`config.mk`:
```
export PLATFORM = sky130hd
export DESIGN_NAME = note_oscillator
export DESIGN_NICKNAME = d
export VERILOG_FILES = /design/src/rtl/synth_pkg.sv /design/src/rtl/note_divisor_lut.sv /design/src/rtl/note_oscillator.sv
export SDC_FILE = /design/constraint.sdc
export NUM_CORES = 1
export LEC_CHECK = 0
export CAP_MARGIN = 10
export CORE_MARGIN = 1.5
export CORE_UTILIZATION = 55
export CTS_CLUSTER_DIAMETER = 150
export DETAILED_ROUTE_END_ITERATION = 8
export GPL_TIMING_DRIVEN = 0
export PLACE_DENSITY = 0.79
export SYNTH_ARGS = -nofsm -noshare
export SYNTH_HDL_FRONTEND = slang
export SYNTH_SLANG_ARGS = --single-unit
```
`constraint.sdc`:
```
create_clock -name clk -period 3.7 [get_ports clk]
set_clock_uncertainty 0.15 [all_clocks]
set_input_delay 0.555 -clock clk [delete_from_list [all_inputs] [get_ports clk]]
set_output_delay 0.555 -clock clk [all_outputs]
set_load 0.05 [all_outputs]
```
`src/rtl/synth_pkg.sv`:
```
// rtl/synth_pkg.sv - shared constants, state type and note base-divisor table for the note oscillator
package synth_pkg;

   localparam int CNT_W        = 19;
   localparam int NOTE_W       = 4;
   localparam int OCT_W        = 3;
   localparam int FINE_W       = 4;
   localparam int DETUNE_SHIFT = 9;

   localparam logic [CNT_W-1:0]  MIN_DIV  = 2;
   localparam logic [CNT_W-1:0]  MAX_DIV  = '1;
   localparam logic [CNT_W-1:0]  CNT_ONE  = 1;
   localparam logic [NOTE_W-1:0] REST_MIN = 12;

   typedef enum logic [1:0] {
      IDLE,
      RUN,
      DRAIN
   } osc_state_t;

   // Clocks per period at 12 MHz for C1..B1, rounded to the nearest clock
   function automatic logic [CNT_W-1:0] base_div(input logic [NOTE_W-1:0] note);
      case (note)
         4'd0:    return 19'd366972;
         4'd1:    return 19'd346320;
         4'd2:    return 19'd326886;
         4'd3:    return 19'd308563;
         4'd4:    return 19'd291262;
         4'd5:    return 19'd274914;
         4'd6:    return 19'd259459;
         4'd7:    return 19'd244898;
         4'd8:    return 19'd231169;
         4'd9:    return 19'd218182;
         4'd10:   return 19'd205938;
         4'd11:   return 19'd194363;
         default: return '0;
      endcase
   endfunction

   function automatic logic is_rest(input logic [NOTE_W-1:0] note);
      return note >= REST_MIN;
   endfunction

endpackage

```
`src/rtl/note_divisor_lut.sv`:
```
// rtl/note_divisor_lut.sv - combinational note/octave(/fine) to clocks-per-period divisor; DETUNE_EN adds fine tuning
module note_divisor_lut
   import synth_pkg::*;
(
   input  logic [NOTE_W-1:0]        note,
   input  logic [OCT_W-1:0]         octave,
`ifdef DETUNE_EN
   input  logic signed [FINE_W-1:0] fine,
`endif
   output logic [CNT_W-1:0]         div
);

   logic [CNT_W-1:0] shifted;
   logic [CNT_W-1:0] clamped;

   // Octave shift of the base period, never allowed below a two-clock period
   always_comb begin
      shifted = base_div(note) >> octave;
      clamped = (shifted < MIN_DIV) ? MIN_DIV : shifted;
   end

`ifdef DETUNE_EN
   localparam int SUM_W = CNT_W + 3;

   logic [CNT_W-1:0]        coarse;
   logic signed [SUM_W-1:0] step;
   logic signed [SUM_W-1:0] sum;

   // Each fine step moves the period by div/512 clocks; result clamped to the counter range
   always_comb begin
      coarse = clamped >> DETUNE_SHIFT;
      step   = $signed({{(SUM_W-FINE_W){fine[FINE_W-1]}}, fine}) * $signed({3'b000, coarse});
      sum    = $signed({3'b000, clamped}) + step;
      if (sum < $signed({3'b000, MIN_DIV})) begin
         div = MIN_DIV;
      end else if (sum > $signed({3'b000, MAX_DIV})) begin
         div = MAX_DIV;
      end else begin
         div = sum[CNT_W-1:0];
      end
   end
`else
   assign div = clamped;
`endif

endmodule

```
`src/rtl/note_oscillator.sv`:
```
// rtl/note_oscillator.sv - phase counter oscillator with pending note slot and glitch-free pitch changes; DETUNE_EN adds fine_i
module note_oscillator
   import synth_pkg::*;
(
   input  logic                     clk,
   input  logic                     Rst_i,
   input  logic                     note_valid,
   output logic                     note_ready,
   input  logic [NOTE_W-1:0]        note_i,
   input  logic [OCT_W-1:0]         octave_i,
`ifdef DETUNE_EN
   input  logic signed [FINE_W-1:0] fine_i,
`endif
   input  logic                     gate_i,
   output logic [CNT_W-1:0]         count,
   output logic [CNT_W-1:0]         divisor,
   output logic                     wrap_o,
   output logic                     active_o
);

   osc_state_t        state;
   logic              slot_full;
   logic [NOTE_W-1:0] slot_note;
   logic [OCT_W-1:0]  slot_oct;
   logic [CNT_W-1:0]  lut_div;
   logic              accept;
   logic              at_wrap;
   logic              slot_rest;

`ifdef DETUNE_EN
   logic signed [FINE_W-1:0] slot_fine;
`endif

   assign note_ready = ~slot_full;
   assign accept     = note_valid && note_ready;
   assign at_wrap    = (count == (divisor - CNT_ONE));
   assign slot_rest  = is_rest(slot_note);

   // Divisor is always computed from the pending slot so a change lands only when the slot is consumed
   note_divisor_lut u_lut (
      .note   (slot_note),
      .octave (slot_oct),
`ifdef DETUNE_EN
      .fine   (slot_fine),
`endif
      .div    (lut_div)
   );

`ifdef DETUNE_EN
   // Fine offset travels with the note it was accepted alongside
   always_ff @(posedge clk or posedge Rst_i) begin
      if (Rst_i) begin
         slot_fine <= '0;
      end else if (accept) begin
         slot_fine <= fine_i;
      end
   end
`endif

   // Oscillator FSM, pending slot and phase counter; pitch and stop decisions only at count wrap
   always_ff @(posedge clk or posedge Rst_i) begin
      if (Rst_i) begin
         state     <= IDLE;
         slot_full <= 1'b0;
         slot_note <= '0;
         slot_oct  <= '0;
         count     <= '0;
         divisor   <= '0;
         wrap_o    <= 1'b0;
         active_o  <= 1'b0;
      end else begin
         wrap_o <= 1'b0;
         if (accept) begin
            slot_full <= 1'b1;
            slot_note <= note_i;
            slot_oct  <= octave_i;
         end
         case (state)
            IDLE: begin
               count <= '0;
               if (slot_full) begin
                  slot_full <= 1'b0;
                  if (!slot_rest) begin
                     divisor  <= lut_div;
                     active_o <= 1'b1;
                     state    <= RUN;
                  end
               end
            end
            RUN, DRAIN: begin
               if (at_wrap) begin
                  count  <= '0;
                  wrap_o <= 1'b1;
                  if (state == DRAIN) begin
                     divisor  <= '0;
                     active_o <= 1'b0;
                     state    <= IDLE;
                  end else if (slot_full) begin
                     slot_full <= 1'b0;
                     if (slot_rest) begin
                        divisor  <= '0;
                        active_o <= 1'b0;
                        state    <= IDLE;
                     end else begin
                        divisor <= lut_div;
                        if (!gate_i) begin
                           state <= DRAIN;
                        end
                     end
                  end else if (!gate_i) begin
                     state <= DRAIN;
                  end
               end else begin
                  count <= count + CNT_ONE;
                  if (state == RUN && !gate_i && !(slot_full && slot_rest)) begin
                     state <= DRAIN;
                  end else if (state == DRAIN && gate_i) begin
                     state <= RUN;
                  end
               end
            end
            default: state <= IDLE;
         endcase
      end
   end

endmodule

```
# == Word-level counts from Yosys, hierarchy flattened ==
# Memories as Yosys holds them, arrays and structs flattened.
# Index checks and enable logic that the tools add are counted.
# op_classes
n_shift,1
bitwise_logic,1
eq_ne,9
addsub,2
reduce_logical,13
muxes,34
n_lt_le_gt_ge,2
# ops
cell,n
two-way mux 19 bit,8
case mux 19 bit (2 select lines),2
adder 19 x 1 -> 19 bit (second input constant),1
== test 19 bit,1
< comparator 19 x 2 -> 1 bit (second input constant),1
right shift 19 x 3 -> 19 bit,1
subtractor 19 x 1 -> 19 bit (second input constant),1
two-way mux 2 bit,9
two-way mux 1 bit,12
!= test 2 bit (second input constant),3
!= test 3 bit (second input constant),2
AND reduction 6 bit,1
logical AND 1 bit,5
AND reduction 5 bit,1
greater-or-equal comparator 4 bit (second input constant),1
!= test 4 bit (second input constant),1
case mux 1 bit (2 select lines),2
case mux 2 bit (2 select lines),1
AND reduction 3 bit,1
== test 2 x 1 -> 1 bit (second input constant),1
== test 2 bit (second input constant),1
logical NOT 1 bit,2
logical NOT 2 bit,1
nonzero test 2 bit,1
other kinds (2),2
# totals
romBits,304
register_bits,50
in_bits,11
mem_count,1
# mem_list
memory,words,word_bits,read_ports,rd_ports_with_merged_regs,wr,line,rtl
(name not given),16,19,1,0,0,synth_pkg.sv:23,case (note)

# == Depth between registers and ports, before layout ==
# Gate-level depths: netlist of run 1.
# An unclocked memory read counts as a cell.
# logic_depth
word_depth,9
ltp_mapped,12

# == Cells and area by module ==
# From an unflattened synthesis of run 1, not the netlist that was laid out.
# unflattened
hier_cells,473
area_unflattened_um2,4260.3
# by_module_without_submodules
module,n_inst,cells_each,area_each_um2,seq_area_each_um2
note_oscillator,1,296,2921.6,1251.2
note_divisor_lut,1,177,1338.8,0.0

# == Worst setup path after synthesis of run 1 ==
# Ideal clock, no wire load.
# synth_timing
path_kind,register to register
from,reg divisor[0]
to,reg divisor[17]
arrival_ps,3375
slack_ps,54
path_stages_with_launch,12
period_less_slack_ps,3646
cell_sequence,dfrtp_1 -> inv_1 -> ha_1 -> or3b_2 -> nor4_1 -> nor2_1 -> or3_1 -> a32oi_2 -> nor4_1 -> or2_2 -> buf_4 -> a32o_1
# synth_via
elab_chain_len,4
# synth_lines
item,line,rtl
"start, declared",note_oscillator.sv:16,"output logic [CNT_W-1:0] divisor,"
"start signal, assigned",note_oscillator.sv:84,divisor <= lut_div;
"start signal, assigned",note_oscillator.sv:105,divisor <= lut_div;
subtractor 19 x 1 -> 19 bit,note_oscillator.sv:36,assign at_wrap = (count == (divisor - CNT_ONE));
== test 19 bit,note_oscillator.sv:36,
!= test 2 bit (no line),-,
AND reduction 5 bit (no line),-,
# No other way between the ends.
# A chain may end at the register's enable or synchronous reset.

# == Final worst setup path of run 1 ==
# layout_timing
from,reg divisor[8]
to,reg divisor[15]
# Same word-level chain as after synthesis.

==> impl_metrics.ini, run 1 <==
[status]
outcome = finished clean

[clock_tree]
clockRootBuffer = clkbuf_8
cts_hold_buffers = 0
cts_tree = yes
cts_num_sinks = 50
number_of_h_tree_levels = 2
clkTransAtPathRegs_ns = 0.10
cts_inserted_buffers = 5
clk_path_buf_depth = 2
worst_skew_pair.late_latency_ns = 0.31

[power_and_ir_drop]
total_power_mw = 5.10
cellPowerDensity_mw_per_mm2 = 1020
cellLeakagePower_nw = 1.96
irDropWorstVdd_v = 0.000540

[setup_path]
critPathSlowestCell = or4_4
timing_worst_setup_path_type = reg2reg
crit_path_end_kind = flip-flop
path_cells = or4_4, or4b_4, nor3_2, xnor2_1, or3_1, o31ai_4, nand2b_1, clkbuf_4, buf_6, a32o_1
cp.required_ns = 3.75
setup.worst_path.start_class = flip-flop
worst-path-max-fanout = 10
arrival_ns = 3.65
cp_slowest_stage_delay_ns = 0.63

[yosys]
synth_area_leaders = dfrtp_1 30%, ha_1 4.8%, xnor2_1 4.6%
synthesized_netlist_cell_count = 488
synth_area_per_cell_um2 = 8.54
synthesis_warnings = 0
synth_cell_type_count = 72
post_synth_instance_area_mm2 = 0.00417
netlist.area_leader.share_pct = 30.0
synth_seq_area_share_pct = 30.0
ys_seq_elements = 50
synthArstFlopShare_pct = 100
netlist.top_cell.by_area = dfrtp_1
synth_fp_nets = 515
prevailing_post_synth_register_cell = dfrtp_1
post_synth_edffs = 0

[cells_and_area]
fillCellCount = 625
syn_to_final_growth_pct = 20.4
drive_gt1_share_pct = 8.71
layout.core_utilization_pct = 68.8
design_area_mm2 = 0.00502
nets_finish = 577
stdcell_count = 650
antenna_cells = 0

[global_routing]
antenna_violations_before_repair = 0
grt_pass1_wl_mm = 20.1
vias_in_the_first_global_route = 4018
grt_max_degree = 33
grt_use_total_pct = 30.6
grt.overflow.total = 0

[timing]
timing_hold_violations_final = 0
final.setup.tns_ns = 0
final-setup-viol-count = 0
min_period_over_period_pct = 97.4
slew_headroom_pct = 58.7
max_slew_violation_total_from_the_final_report = 0
tmin_final_ns = 3.61
fmax_mhz = 277
worstMarginPinSlew_ns = 0.617

[placement]
place.port_buffers = 51
dp_cells = 639
place_congestion = 0.982
place_area_mm2 = 0.00482
post-dp-hpwl_mm = 9.49

[route]
drt_first_pass_iters = 4
wire_per_inst_um = 18.8
via_count = 4188
detail_route.drc_violations = 0
finalWirelength_mm = 12.2
vias_per_cell = 6.44
route.antenna.remaining_nets = 0
detailedRoute.firstIterationViolations = 275

[floorplanning]
die_height_um = 90.0
floorplan.initialDensity_pct = 57.1
die-area_mm2 = 0.00811
coreArea_mm2 = 0.00729
io_pins = 52
chipWidth_um = 90.0
floorplan.rows = 31

[flow_run]
timing.max_cap.violations = 0

[min_path]
worst_min_path_class = in2async
[synthesized netlist by cell type, drive strengths merged, types with 5 or more instances]
| cell | count |
|---|---|
| clkbuf | 23 |
| o21ai | 35 |
| nor3 | 15 |
| inv | 18 |
| and3 | 9 |
| a32o | 6 |
| a211oi | 6 |
| o31ai | 5 |
| nor2 | 38 |
| nand2b | 10 |
| nand4 | 5 |
| a21oi | 11 |
| xnor2 | 22 |
| a31oi | 11 |
| dfrtp | 50 |
| nor4 | 9 |
| xor2 | 19 |
| nand3 | 11 |
| or4 | 7 |
| nor2b | 14 |
| o2bb2ai | 12 |
| a22o | 8 |
| ha | 16 |
| and2 | 6 |
| nand2 | 32 |
| or3 | 8 |
| buf | 8 |
[state kept, by name, summed over array words and instances, names as in the netlist]
register   cells
wrap_o         1
slot_note      4
count         19
slot_full      1
state          2
active_o       1
slot_oct       3
divisor       19
[worst paths after layout]
check | from | end | slack [ns] | cells past startpoint
hold reg to reg | divisor[2]$_DFFE_PP0P_ | divisor[2]$_DFFE_PP0P_ | 0.39 | 1
setup / recovery | divisor[8]$_DFFE_PP0P_ | divisor[15]$_DFFE_PP0P_ | 0.09 | 10
max in group asynchronous | Rst_i | divisor[2]$_DFFE_PP0P_ | 2.47 | 3
hold / removal | Rst_i | count[1]$_DFFE_PP0P_ | 0.39 | 2
setup reg to reg | divisor[8]$_DFFE_PP0P_ | divisor[15]$_DFFE_PP0P_ | 0.09 | 10
min in group clk | divisor[2]$_DFFE_PP0P_ | divisor[2]$_DFFE_PP0P_ | 0.39 | 1
[logic make-up (layout without fill, tap and decap cells)]
group	after synthesis	after routing	share of synthesized area, %
simple gates	187	187	24.9
xor+xnor	41	41	8.62
flops	50	50	30.0
fa+ha+maj	16	16	4.80
compound gates	135	135	23.8
mux	9	9	2.85
buf+inv	50	113	4.95
[per-stage QoR]
stage / hold slack (ns) / setup WS [ns]
6_report: 0.392 / 0.0950
5_1_grt: 0.416 / -0.0665
4_1_cts: 0.404 / 0.0241
3_5_place_dp: 0.373 / -0.120
3_3_place_gp: 0.362 / -0.0800
2_1_floorplan: 0.373 / 0.0538
[routing by layer]
layer	track usage, %	vias up	part of all wire, %
li1	-	1929	-
met1	37.7	2062	41
met2	53.2	160	50
met3	2.88	37	4.5
met4	15.3	0	3.9
met5	0	-	0
[report_power, final]
part / leakage, nW / internal (mW) / total (mW) / switching [mW]
combinational: 1.26 / 1.45 / 3.72 / 2.27
sequential: 0.646 / 0.717 / 0.989 / 0.272
clock: 0.0524 / 0.203 / 0.389 / 0.187
total: 1.96 / 2.37 / 5.10 / 2.73
[critical path: cells and delay by family, from the launching register on]
family / cells / cell delay (ns)
and+or+nand+nor: 5 / 1.88
DFF: 1 / 0.51
AOI/OAI and AO/OA: 2 / 0.48
buffers and inverters: 2 / 0.34
xor gates and xnor gates: 1 / 0.13
[cell type report]
type                    instances  area [um2]  share of cell area (%)
inverters                      19        71.3                    1.42
repair buffers                 56         561                    11.2
well taps                      99         124                    2.47
multi-input cells             388        2760                    55.0
clock inverters                 1        30.0                   0.599
clock buffers                   7        76.3                    1.52
plain buffers                  30         140                    2.79
flip-flops and latches         50        1250                    25.0
[placed cells by master (no fill, tap or decap), types with 14 or more instances in the layout]
master	instances
clkdlybuf4s50_1	51
dfrtp_1	48
nor2_1	38
o21ai_0	34
nand2_1	32
clkbuf_1	23
xnor2_1	22
xor2_1	19
inv_1	17
ha_1	16
nor2b_1	14
[repair_timing]
| item | 4_1_cts | 5_1_grt |
|---|---|---|
| buffers inserted | 0 | 4 |
| setup endpoints to repair | 18 | 28 |
| pin swaps | 0 | 3 |
| resized for setup | 1 | 15 |
| cloned | 0 | 0 |
(Power assumes the default switching activity.)
==> run 2, diff against run 1 <==
--- a/config.mk
+++ b/config.mk
@@ -10,8 +10,10 @@
 export CORE_UTILIZATION = 55
 export CTS_CLUSTER_DIAMETER = 150
 export DETAILED_ROUTE_END_ITERATION = 8
+export DONT_BUFFER_PORTS = 1
+export GPL_ROUTABILITY_DRIVEN = 1
 export GPL_TIMING_DRIVEN = 0
-export PLACE_DENSITY = 0.79
+export PLACE_DENSITY = 0.7
 export SYNTH_ARGS = -nofsm -noshare
 export SYNTH_HDL_FRONTEND = slang
 export SYNTH_SLANG_ARGS = --single-unit
==> impl_metrics.ini, run 2 (synthesized netlist as in run 1, its figures left out) <==
[route]
via_count = 4008
detail_route.drc_violations = 0
drt_first_pass_iters = 5
route.antenna.remaining_nets = 0
finalWirelength_mm = 12.2
vias_per_cell = 6.60
detailedRoute.firstIterationViolations = 300
wire_per_inst_um = 20.1

[cells_and_area]
antenna_cells = 0
fillCellCount = 648
register_area_mm2 = 0.00127
layout_commonest_cell = dfrtp_1
biggestRegsByFlops = count: 19 flops, divisor: 19 flops, slot_note: 4 flops
layout_common_cells = 41 x dfrtp_1, 38 x nor2_1, 33 x o21ai_0
multi_input_area_mm2 = 0.00284
drive_gt1_share_pct = 14.4
syn_to_final_growth_pct = 12.7
nets_finish = 534
stdcell_count = 607
design_area_mm2 = 0.00470

[floorplanning]
coreArea_mm2 = 0.00729
chipWidth_um = 90.0
io_pins = 52
die-area_mm2 = 0.00811
die_height_um = 90.0
floorplan.initialDensity_pct = 57.1
floorplan.rows = 31

[timing]
tmin_final_ns = 3.66
worstMarginPinSlew_ns = 0.741
grt_setup_unrepaired = true
timing_hold_violations_final = 0
final.setup.tns_ns = 0
slew_headroom_pct = 49.3
final-setup-viol-count = 0
min_period_over_period_pct = 98.8
setup_slack_ns = 0.0436
max_slew_violation_total_from_the_final_report = 0
fmax_mhz = 273

[global_routing]
vias_in_the_first_global_route = 3860
antenna_violations_before_repair = 0
grt.overflow.total = 0
grt_use_total_pct = 30.1
grt_max_degree = 45
grt_pass1_wl_mm = 19.8

[flow_run]
timing.max_cap.violations = 0

[clock_tree]
cts_tree = yes
cts_num_sinks = 50
cts_inserted_buffers = 5
worst_skew_pair.late_latency_ns = 0.32
clkTransAtPathRegs_ns = 0.10
clockRootBuffer = clkbuf_8
number_of_h_tree_levels = 2
clk_path_buf_depth = 2

[status]
outcome = finished clean

[placement]
dp_cells = 588
post-dp-hpwl_mm = 8.91
place_area_mm2 = 0.00431
place_congestion = 1.00
dp_slack_ns = -0.438
place.port_buffers = 0

[setup_path]
timing_worst_setup_path_type = reg2reg
cp.required_ns = 3.80
worst-path-max-fanout = 7
crit_path_end_kind = flip-flop
arrival_ns = 3.76
setup.worst_path.start_class = flip-flop

[min_path]
worst_min_path_class = in2reg
[run 2: area by class of cell]
class                      count  share of cell area (%)
sequential                    50                    27.1
clock inverter                 3                   0.959
timing repair buffer          12                    2.48
clock buffer                   5                    1.47
inverter                      19                    1.52
buffer                        31                    3.44
multi-input combinational    388                    60.4
tap                           99                    2.64
[run 2: timing repair]
action	4_1_cts	5_1_grt
hold buffers	1	0
pin swaps	4	5
setup endpoints to repair	41	42
cloned	0	2
resized for setup	17	36
setup buffers	4	4
endpoints found under the hold margin	6	0
[run 2: final timing paths]
check	startpoint	end	slack, ns	cells after the start
max	divisor[2]$_DFFE_PP0P_	state[1]$_DFFE_PP0P_	0.04	10
min	note_i[1]	slot_note[1]$_DFFE_PP0P_	0.21	2
max reg2reg	divisor[2]$_DFFE_PP0P_	state[1]$_DFFE_PP0P_	0.04	10
min reg2reg	state[0]$_DFFE_PP0P_	state[0]$_DFFE_PP0P_	0.44	1
max in group asynchronous	Rst_i	divisor[8]$_DFFE_PP0P_	2.42	3
min in group asynchronous	Rst_i	slot_note[3]$_DFFE_PP0P_	0.45	2
[run 2: worst max-delay path, stage by stage, from the launching register on]
cell and delay (ns):
dfrtp_4 0.61, or4_4 0.54, buf_6 0.15, or4b_4 0.52, nand3_4 0.10, a31oi_4 0.11, or4_4 0.47, buf_4 0.16
or4_1 0.39, o221a_1 0.25, o2bb2ai_1 0.13
[run 2: through the flow]
step                utilization, %  hold slack, ns
global route                  64.4           0.207
global placement              58.8           0.404
finish                        64.4           0.207
floorplan                        -           0.373
detailed placement            59.1           0.216
CTS                           62.0           0.206
[run 2: routing by layer]
layer  part of all wire, %  vias up  track usage, %
met5                     0        -               0
met4                   1.0        0            6.48
met3                   9.5       15            8.97
met2                    43      186            45.1
met1                    46     1964            42.9
li1                      -     1843               -
Power of run 2 is left out: the tool's default activity adds up to more than one toggle a clock period on the data nets, which glitch-free logic cannot reach.
==> run 3, diff against run 2 <==
--- a/config.mk
+++ b/config.mk
@@ -5,7 +5,6 @@
 export SDC_FILE = /design/constraint.sdc
 export NUM_CORES = 1
 export LEC_CHECK = 0
-export CAP_MARGIN = 10
 export CORE_MARGIN = 1.5
 export CORE_UTILIZATION = 55
 export CTS_CLUSTER_DIAMETER = 150
==> results of run 3 <==
Final layout, timing and power as in run 2 (identical DEF).
Power of run 3 is left out for the same reason.
